## src/rtl/serial_pattern_transmitter_pkg.sv

```systemverilog
// -----------------------------------------------------------------------------
// serial_pattern_transmitter_pkg
//   Definitions shared by the serial pattern transmitter and its golden
//   sequence-detector model:
//     PATTERN / PAT_LEN : the overlapping sequence the detector looks for.
//     HIST_W            : bits of X history needed alongside the current X.
//     tx_state_t        : transmitter FSM state encodings (IDLE/SHIFT/GAP).
// -----------------------------------------------------------------------------
package serial_pattern_transmitter_pkg;

  localparam int                 PAT_LEN = 6;
  localparam logic [PAT_LEN-1:0] PATTERN = 6'b101101;
  localparam int                 HIST_W  = PAT_LEN - 1;

  typedef enum logic [1:0] {
    ST_IDLE  = 2'd0,
    ST_SHIFT = 2'd1,
    ST_GAP   = 2'd2
  } tx_state_t;

endpackage : serial_pattern_transmitter_pkg

```

## src/rtl/serial_pattern_transmitter_golden_model.sv

```systemverilog
// -----------------------------------------------------------------------------
// seq_golden_model
//   Reference model of the overlapping 101101 sequence detector. Samples x on
//   every clock into a 5-bit history, flags expect_z combinationally when the
//   history plus the current x complete the pattern (Mealy-equivalent), and
//   keeps a saturating count of those flags. Usable standalone next to a
//   detector under test.
//
// Parameters
//   CNT_W       width of the match counter
// Ports
//   clk         in   1      rising-edge clock
//   reset       in   1      asynchronous, active-low reset
//   clear       in   1      synchronous clear of history and counter
//   x           in   1      serial bit being observed
//   expect_z    out  1      current x completes the pattern
//   expect_cnt  out  CNT_W  saturating count of expect_z pulses
// -----------------------------------------------------------------------------
module seq_golden_model
  import serial_pattern_transmitter_pkg::*;
#(
  parameter int CNT_W = 8
) (
  input  logic             clk,
  input  logic             reset,
  input  logic             clear,
  input  logic             x,
  output logic             expect_z,
  output logic [CNT_W-1:0] expect_cnt
);

  logic [HIST_W-1:0] hist;

  // Hold at all-ones instead of wrapping so an overflowed count stays
  // recognisable as "at least this many".
  function automatic logic [CNT_W-1:0] sat_inc(input logic [CNT_W-1:0] v);
    if (&v) return v;
    return v + CNT_W'(1);
  endfunction

  assign expect_z = ({hist, x} == PATTERN);

  // History shifts every clock, idle zeros included, so matches may overlap
  // and may span word boundaries exactly as the detector sees them.
  // Clear wins over a simultaneous match.
  always_ff @(posedge clk or negedge reset) begin
    if (!reset) begin
      hist       <= '0;
      expect_cnt <= '0;
    end else if (clear) begin
      hist       <= '0;
      expect_cnt <= '0;
    end else begin
      hist <= {hist[HIST_W-2:0], x};
      if (expect_z) begin
        expect_cnt <= sat_inc(expect_cnt);
      end
    end
  end

endmodule : seq_golden_model

```

## src/rtl/serial_pattern_transmitter.sv

```systemverilog
// -----------------------------------------------------------------------------
// serial_pattern_transmitter
//   Accepts WIDTH-bit words over a valid/ready handshake and serializes them
//   MSB-first onto X, one bit per clock, starting the cycle after the
//   accepting handshake. A golden model of the 101101 overlapping detector
//   watches X so the real detector's Z and match count can be checked on chip.
//
//   Default build: the last bit of a word may be followed immediately by the
//   first bit of the next word (load_ready is high during the last bit).
//   With SEQ_TX_GAP_EN defined: every word is followed by GAP_CYCLES idle
//   cycles (X=0, x_valid=0, load_ready=0) so matches cannot cross words.
//
// Parameters
//   WIDTH       bits per word (>= 2)
//   CNT_W       width of expect_cnt
//   GAP_CYCLES  idle cycles after each word (SEQ_TX_GAP_EN builds only)
// Ports
//   clk         in   1      rising-edge clock
//   reset       in   1      asynchronous, active-low reset
//   clear       in   1      synchronous clear of expect_cnt and history
//   load_valid  in   1      load_data is valid
//   load_ready  out  1      a word can be accepted this cycle
//   load_data   in   WIDTH  word to send, bit WIDTH-1 first
//   X           out  1      serial bit to the detector (0 when not shifting)
//   x_valid     out  1      X carries a data bit
//   busy        out  1      FSM not idle
//   frame_done  out  1      last bit of the word is on X this cycle
//   expect_z    out  1      X completes 101101 this cycle
//   expect_cnt  out  CNT_W  saturating match count
// -----------------------------------------------------------------------------
module serial_pattern_transmitter
  import serial_pattern_transmitter_pkg::*;
#(
  parameter int WIDTH      = 16,
  parameter int CNT_W      = 8,
  parameter int GAP_CYCLES = 2
) (
  input  logic             clk,
  input  logic             reset,
  input  logic             clear,
  input  logic             load_valid,
  output logic             load_ready,
  input  logic [WIDTH-1:0] load_data,
  output logic             X,
  output logic             x_valid,
  output logic             busy,
  output logic             frame_done,
  output logic             expect_z,
  output logic [CNT_W-1:0] expect_cnt
);

  localparam int             BC_W     = $clog2(WIDTH);
  localparam logic [BC_W-1:0] LAST_BIT = BC_W'(WIDTH - 1);

  tx_state_t        state;
  logic [WIDTH-1:0] shreg;
  logic [BC_W-1:0]  bit_cnt;
  logic             last_bit;
  logic             accept;

`ifdef SEQ_TX_GAP_EN
  localparam int GAP_W = (GAP_CYCLES > 1) ? $clog2(GAP_CYCLES) : 1;
  logic [GAP_W-1:0] gap_cnt;
`endif

  // All status outputs are plain decodes of registered state, so reset
  // forces them to their idle values immediately.
  assign last_bit   = (state == ST_SHIFT) && (bit_cnt == '0);
  assign x_valid    = (state == ST_SHIFT);
  assign X          = x_valid & shreg[WIDTH-1];
  assign busy       = (state != ST_IDLE);
  assign frame_done = last_bit;

`ifdef SEQ_TX_GAP_EN
  assign load_ready = (state == ST_IDLE);
`else
  // Ready during the last bit gives zero-bubble back-to-back words.
  assign load_ready = (state == ST_IDLE) || last_bit;
`endif

  assign accept = load_valid && load_ready;

  always_ff @(posedge clk or negedge reset) begin
    if (!reset) begin
      state   <= ST_IDLE;
      shreg   <= '0;
      bit_cnt <= '0;
`ifdef SEQ_TX_GAP_EN
      gap_cnt <= '0;
`endif
    end else begin
      case (state)
        ST_IDLE: begin
          if (accept) begin
            shreg   <= load_data;
            bit_cnt <= LAST_BIT;
            state   <= ST_SHIFT;
          end
        end

        ST_SHIFT: begin
          if (bit_cnt != '0) begin
            shreg   <= {shreg[WIDTH-2:0], 1'b0};
            bit_cnt <= bit_cnt - 1'b1;
          end else begin
            shreg <= '0;
`ifdef SEQ_TX_GAP_EN
            if (GAP_CYCLES == 0) begin
              state <= ST_IDLE;
            end else begin
              state   <= ST_GAP;
              gap_cnt <= GAP_W'(GAP_CYCLES - 1);
            end
`else
            if (accept) begin
              shreg   <= load_data;
              bit_cnt <= LAST_BIT;
            end else begin
              state <= ST_IDLE;
            end
`endif
          end
        end

`ifdef SEQ_TX_GAP_EN
        ST_GAP: begin
          if (gap_cnt == '0) begin
            state <= ST_IDLE;
          end else begin
            gap_cnt <= gap_cnt - 1'b1;
          end
        end
`endif

        default: state <= ST_IDLE;
      endcase
    end
  end

  seq_golden_model #(
    .CNT_W (CNT_W)
  ) u_golden (
    .clk        (clk),
    .reset      (reset),
    .clear      (clear),
    .x          (X),
    .expect_z   (expect_z),
    .expect_cnt (expect_cnt)
  );

endmodule : serial_pattern_transmitter
```

## config.mk

```make
export PLATFORM = sky130hd
export DESIGN_NAME = serial_pattern_transmitter
export DESIGN_NICKNAME = d
export VERILOG_FILES = /design/src/rtl/serial_pattern_transmitter_pkg.sv /design/src/rtl/serial_pattern_transmitter_golden_model.sv /design/src/rtl/serial_pattern_transmitter.sv
export SDC_FILE = /design/constraint.sdc
export NUM_CORES = 1
export LEC_CHECK = 0
export ABC_AREA = 1
export ABC_CLOCK_PERIOD_IN_PS = 1800
export CORE_ASPECT_RATIO = 0.7
export CORE_UTILIZATION = 35
export DETAILED_ROUTE_END_ITERATION = 7
export HOLD_SLACK_MARGIN = 0.08
export SYNTH_ARGS = -nofsm -noshare
export SYNTH_HDL_FRONTEND = slang
export SYNTH_SLANG_ARGS = --single-unit
```

## constraint.sdc

```tcl
create_clock -name clk -period 1.8 [get_ports clk]
set_input_delay 0.45 -clock clk [delete_from_list [all_inputs] [get_ports clk]]
set_output_delay 0.45 -clock clk [all_outputs]
set_load 0.005 [all_outputs]
```

# Word level (Yosys, flattened, before mapping)
# Cells that the tools add are included.
dict set report totals {
  mem_bits_rw 0
  latch_bits 0
  romBits 0
  in_bits 20
  n_memories 0
  out_inout_bits 14
  register_bits 35
}
dict set report op_classes {
  n_reduce_logical 13
  eq_ne 6
  bitwise 1
  shift 0
  addsub 2
  div_mod_pow 0
  n_mux 18
  mul 0
  n_lt_le_gt_ge 0
}
# op n
set ops {}
lappend ops {{$mux 16} 3}
lappend ops {{$pmux 16 s2} 1}
lappend ops {{$mux 8} 3}
lappend ops {{$add 8x1->8 const B} 1}
lappend ops {{$mux 4} 2}
lappend ops {{$pmux 4 s2} 1}
lappend ops {{$reduce_and 8->1} 1}
lappend ops {{$eq 6x6->1 const B} 1}
lappend ops {{$mux 2} 3}
lappend ops {{$ne 2x2->1 const B} 3}
lappend ops {{$reduce_bool 2->1} 3}
lappend ops {{$mux 5} 1}
lappend ops {{$logic_not 4->1} 1}
lappend ops {{$pmux 2 s2} 1}
lappend ops {{$reduce_and 2->1} 2}
lappend ops {{$reduce_bool 4->1} 1}
lappend ops {{$sub 4x1->4 const B} 1}
lappend ops {{$mux 1} 3}
lappend ops {{$ne 3x3->1 const B} 1}
lappend ops {{$reduce_and 3->1} 1}
lappend ops {{$eq 2x1->1 const B} 1}
lappend ops {{$logic_and 1x1->1} 2}
lappend ops {{$logic_not 2->1} 1}
lappend ops {{$and 1x1->1} 1}
lappend ops {{$logic_or 1x1->1} 1}

# Longest topological paths before layout
dict set report depth {
  word_depth 8
  depth_mapped 9
}

# Hierarchy
# From an unflattened synthesis, not the netlist that was laid out.
dict set report hier_totals {
  cells_unflattened 264
  area_unflattened_um2 1945.6
}
# mod n_inst seq_area_each_um2 cells_each area_each_um2
set by_module_without_submodules {}
lappend by_module_without_submodules {serial_pattern_transmitter 1 525.5 169 1256.2}
lappend by_module_without_submodules {seq_golden_model 1 325.3 95 689.4}

# Worst setup path after synthesis
# No wires, ideal clock.
dict set report synth_path {
  path_kind {register -> output}
  startpoint {reg bit_cnt[0]}
  endpoint {out frame_done}
  path_slack_ns 0.315
  n_path_buf 1
  path_stages_with_launch 6
  arrival_time_ns 1.035
  cell_sequence {dfrtp_1 > inv_1 > ha_1 > nand2_2 > buf_2 > nor2_1}
}
dict set report synth_via {
  elab_chain_len 2
}
# item line
set synth_rtl {}
lappend synth_rtl {{from (decl)} serial_pattern_transmitter.sv:57} ;# logic [BC_W-1:0] bit_cnt;
lappend synth_rtl {{from (signal assigned)} serial_pattern_transmitter.sv:104} ;# bit_cnt <= bit_cnt - 1'b1;
lappend synth_rtl {{$logic_not 4->1} serial_pattern_transmitter.sv:68} ;# assign last_bit = (state == ST_SHIFT) && (bit_cnt == '0);
lappend synth_rtl {{$logic_and 1x1->1} serial_pattern_transmitter.sv:68}
lappend synth_rtl {{to (decl)} serial_pattern_transmitter.sv:47} ;# output logic frame_done,
# Every way passes these cells.

# Worst setup path in the final report
dict set report layout_path {
  startpoint {reg state[0]}
  endpoint {out x_valid}
}
dict set report layout_via {
  elab_chain_len 1
}
# item line
set layout_rtl {}
lappend layout_rtl {{from (decl)} serial_pattern_transmitter.sv:55} ;# tx_state_t state;
lappend layout_rtl {{from (signal assigned)} serial_pattern_transmitter.sv:85} ;# state <= ST_IDLE;
lappend layout_rtl {{from (signal assigned)} serial_pattern_transmitter.sv:97} ;# state <= ST_SHIFT;
lappend layout_rtl {{from (signal assigned)} serial_pattern_transmitter.sv:119} ;# state <= ST_IDLE;
lappend layout_rtl {{$eq 2x1->1} serial_pattern_transmitter.sv:69} ;# assign x_valid = (state == ST_SHIFT);
lappend layout_rtl {{to (decl)} serial_pattern_transmitter.sv:45} ;# output logic x_valid,
# Every way passes these cells.

==> reports/qor.csv <==
metric,value,unit
outcome,"finished, final reports clean",
CTS H-tree depth,2,
clock input transition at the sequential cells of the worst setup and hold paths,0.06,ns
global-route met3 utilization,4.42,%
top cells by area in the synthesized netlist,"sky130_fd_sc_hd__dfrtp_1, sky130_fd_sc_hd__nor2_1, sky130_fd_sc_hd__nand2_1",
final standard cell utilization of the core,48.5,%
Initial DRC Count,87,
max capacitance violation total,0,
crit-path cells,buf_4 -> clkdlybuf4s50_1,
largest net degree at the start of global routing,35,
critical path start-end classification,reg -> out,
PD cells,1100,nW/um2
"Hold Vio Cnt, Final",0,
yosys warns,0,
TritonCTS clock tree,yes,
post-layout minimum cycle time,1.73,ns
Routed Antenna Nets,0,
Critical Path Fanout Max,4,
vias after detailed routing,1567,
"Slew Viols, Final",0,
number of top-level design ports,34,
Yosys cell types,17,
worst rel slew slack,71.3,%
Worst VDD drop,437,uV
number of buffers and inverters on the critical path,2,
"count leader, synth",sky130_fd_sc_hd__nor2_1,
share of synthesized flip-flops with an asynchronous set or reset,100,%
overall global routing resource usage,15.4,%
Worst setup EP type,output port,
crit start category,flop,
worst clock skew on the final layout,0.00370,ns
dpl hpwl,2720,um
Max Fclk,579,MHz
initial standard-cell utilization of the core,36.6,%
vias in the first global route,1310,
worst hold path endpoint,u_golden.hist[4],
hold_sp,u_golden.hist[3],
met2 routing resource usage after global routing,23.0,%
number of cells produced by synthesis,234,
first-pass iteration count of the detailed router,4,
FF-to-FF End,u_golden.expect_cnt[4],
cell depth of the worst flop-to-flop path,8,
kind of cell adding the most delay to the critical path,buffers and inverters,
Placement Setup Slack,-0.00267,ns
post-DR vias/cell,4.53,
"Period Utilization, post-route",95.9,%
Vert. Die Dim,61.2,um
arrival time of the worst setup path,1.28,ns
GR Overflow Total,0,
Post-CTS Hold Fix Bufs,0,
path category of the worst min-delay check,reg -> reg,
GRT busiest layer,met2,
total die area,5290,um2
Final Wtd Congestion,0.797,
number of nets in the final layout,299,
die outline width,86.5,um
leading register cell type out of synthesis,sky130_fd_sc_hd__dfrtp_1,
"Setup violations, final",0,
number of cells on the worst hold path,2,
initial antenna violation count,0,
std cell rows,21,
"wirelength, routed",3810,um
Post-synth EDFFs,0,
biggest area consumer among synthesized cells,sky130_fd_sc_hd__dfrtp_1,
n_diodes,0,
leakage component of the power,1.21,nW
setup TNS after final layout,0,ns
top-area cell type share of the netlist area,48.6,%
fraction of final layout cells with drive strength greater than 1,10.5,%
global routing usage on met1,22.1,%
synthesis-stage register bit count,34,
Worst R2R Setup Slack,0.22,ns
filler instances,485,
drt drc,0,
synthesized area divided by synthesized cell count,7.48,um2
unrepaired setup endpoints after global routing,no,
Area Growth Syn to Fin,32.6,%
number of sinks handled by clock tree synthesis,34,
net count after synthesis,256,
average wire per standard cell,11.0,um
Setup WS post-layout,0.0730,ns
transition at the pin with the smallest max-transition slack,0.431,ns
"Clk Latency, worst-skew pair",0.27,ns
origin of the critical flop-to-flop path,u_golden.expect_cnt[0],
CTS root buffer,sky130_fd_sc_hd__clkbuf_8,
endpoint required time on the critical path,1.35,ns
Bufs on Longest Clock Path,2,
maximum single-stage delay on the critical path,0.50,ns
total clock buffers created by CTS,5,
number of buffers inserted by port buffering,33,
fraction of the yosys area taken by sequential cells,48.6,%
Commonest cells post-synth,"sky130_fd_sc_hd__nor2_1, sky130_fd_sc_hd__nand2_1, sky130_fd_sc_hd__dfrtp_1",
slowest CP cell,sky130_fd_sc_hd__clkdlybuf4s50_1,
first-pass GRT wire length,6180,um
summed instance area of the synthesized netlist,1750,um2
Placeable Area,4780,um2
sequential cells by signal (all words and copies together), names as in the netlist:
| signal | cells |
|---|---|
| bit_cnt | 4 |
| shreg | 16 |
| state | 1 |
| u_golden.expect_cnt | 8 |
| u_golden.hist | 5 |
layout make-up:
cell class / instances / area (um2) / area share [%]
flip-flops and latches: 34 / 851 / 36.7
multi-input cells: 166 / 776 / 33.4
well taps: 69 / 86.3 / 3.72
repair buffers: 46 / 442 / 19.0
clock buffers: 7 / 76.3 / 3.29
inverters: 24 / 90.1 / 3.88
what timing repair did:
action | in CTS | in global routing
hold endpoints to repair | 0 | 0
setup buffers | 2 | 0
pin swaps | 0 | 3
resized for setup | 7 | 9
endpoints found under the setup margin | 4 | 3
cell usage in the layout (no fill, tap or decap):
master                            instances
sky130_fd_sc_hd__nor2_1                  50
sky130_fd_sc_hd__nand2_1                 46
sky130_fd_sc_hd__dfrtp_1                 34
sky130_fd_sc_hd__nand3_1                 31
sky130_fd_sc_hd__clkdlybuf4s50_1         29
sky130_fd_sc_hd__inv_1                   22
sky130_fd_sc_hd__a21oi_1                 18
sky130_fd_sc_hd__buf_4                   12
sky130_fd_sc_hd__o21ai_0                  6
sky130_fd_sc_hd__clkbuf_8                 5
sky130_fd_sc_hd__nand2_2                  3
sky130_fd_sc_hd__inv_2                    2
sky130_fd_sc_hd__nor2_2                   2
sky130_fd_sc_hd__nand2_4                  2
sky130_fd_sc_hd__xor2_1                   2
sky130_fd_sc_hd__clkbuf_1                 2
sky130_fd_sc_hd__clkdlybuf4s15_1          2
sky130_fd_sc_hd__a22oi_1                  1
sky130_fd_sc_hd__nor2_4                   1
sky130_fd_sc_hd__nor3_1                   1
sky130_fd_sc_hd__nand3b_1                 1
sky130_fd_sc_hd__ha_1                     1
sky130_fd_sc_hd__ha_4                     1
sky130_fd_sc_hd__dlymetal6s2s_1           1
sky130_fd_sc_hd__dlygate4sd2_1            1
sky130_fd_sc_hd__buf_12                   1
worst min-delay path, stage by stage (launching register included):
cell and delay [ns]:
sky130_fd_sc_hd__dfrtp_1 0.38, sky130_fd_sc_hd__inv_1 0.06, sky130_fd_sc_hd__nor2_1 0.03
metrics by stage:
stage	cells	area [um2]	hold slack, ns	total power (W)
after floorplan	234	1750	0.154	0.00166
after global placement	337	2200	0.465	0.00197
after detailed placement	337	2200	0.483	0.00199
after CTS	346	2290	0.496	0.00252
after global routing	346	2320	0.513	0.00276
final	346	2320	0.495	0.00255
per-layer routing:
metal | vias up | share of wire, %
li1 | 822 | -
met2 | 35 | 44
met4 | 0 | 0.42
met3 | 4 | 4.7
met1 | 706 | 51
met5 | - | 0
logic make-up (layout without fill, tap and decap cells):
| group | Yosys count | count (layout) | synth area share [%] |
|---|---|---|---|
| flip-flops | 34 | 34 | 48.6 |
| AND/OR/NAND/NOR | 137 | 137 | 32.7 |
| buffers and inverters | 34 | 77 | 8.93 |
| XOR/XNOR | 2 | 2 | 1.00 |
| AO/OA/AOI/OAI | 25 | 25 | 7.29 |
| adder cells (fa/ha/maj) | 2 | 2 | 1.43 |
worst max-delay path by stage:
stage          slack [ns]  cells past startpoint       endpoint              startpoint
2_1_floorplan        0.31                      5     frame_done              bit_cnt[0]
3_3_place_gp         0.03                      5     load_ready              bit_cnt[0]
3_5_place_dp       -0.003                      5     load_ready              bit_cnt[1]
4_1_cts             0.006                      5     load_ready              bit_cnt[1]
5_1_grt              0.01                      1  expect_cnt[0]  u_golden.expect_cnt[0]
6_report             0.07                      2        x_valid                state[0]
where the power goes:
part / leakage [nW] / internal, W / switching, W / total (W)
Clock: 0.0383 / 0.000266 / 0.000241 / 0.000507
Sequential: 0.444 / 0.000967 / 0.000109 / 0.00108
Combinational: 0.725 / 0.000446 / 0.000523 / 0.000969
Total: 1.21 / 0.00168 / 0.000873 / 0.00255
Note: power is estimated with default switching activity, not from simulation.
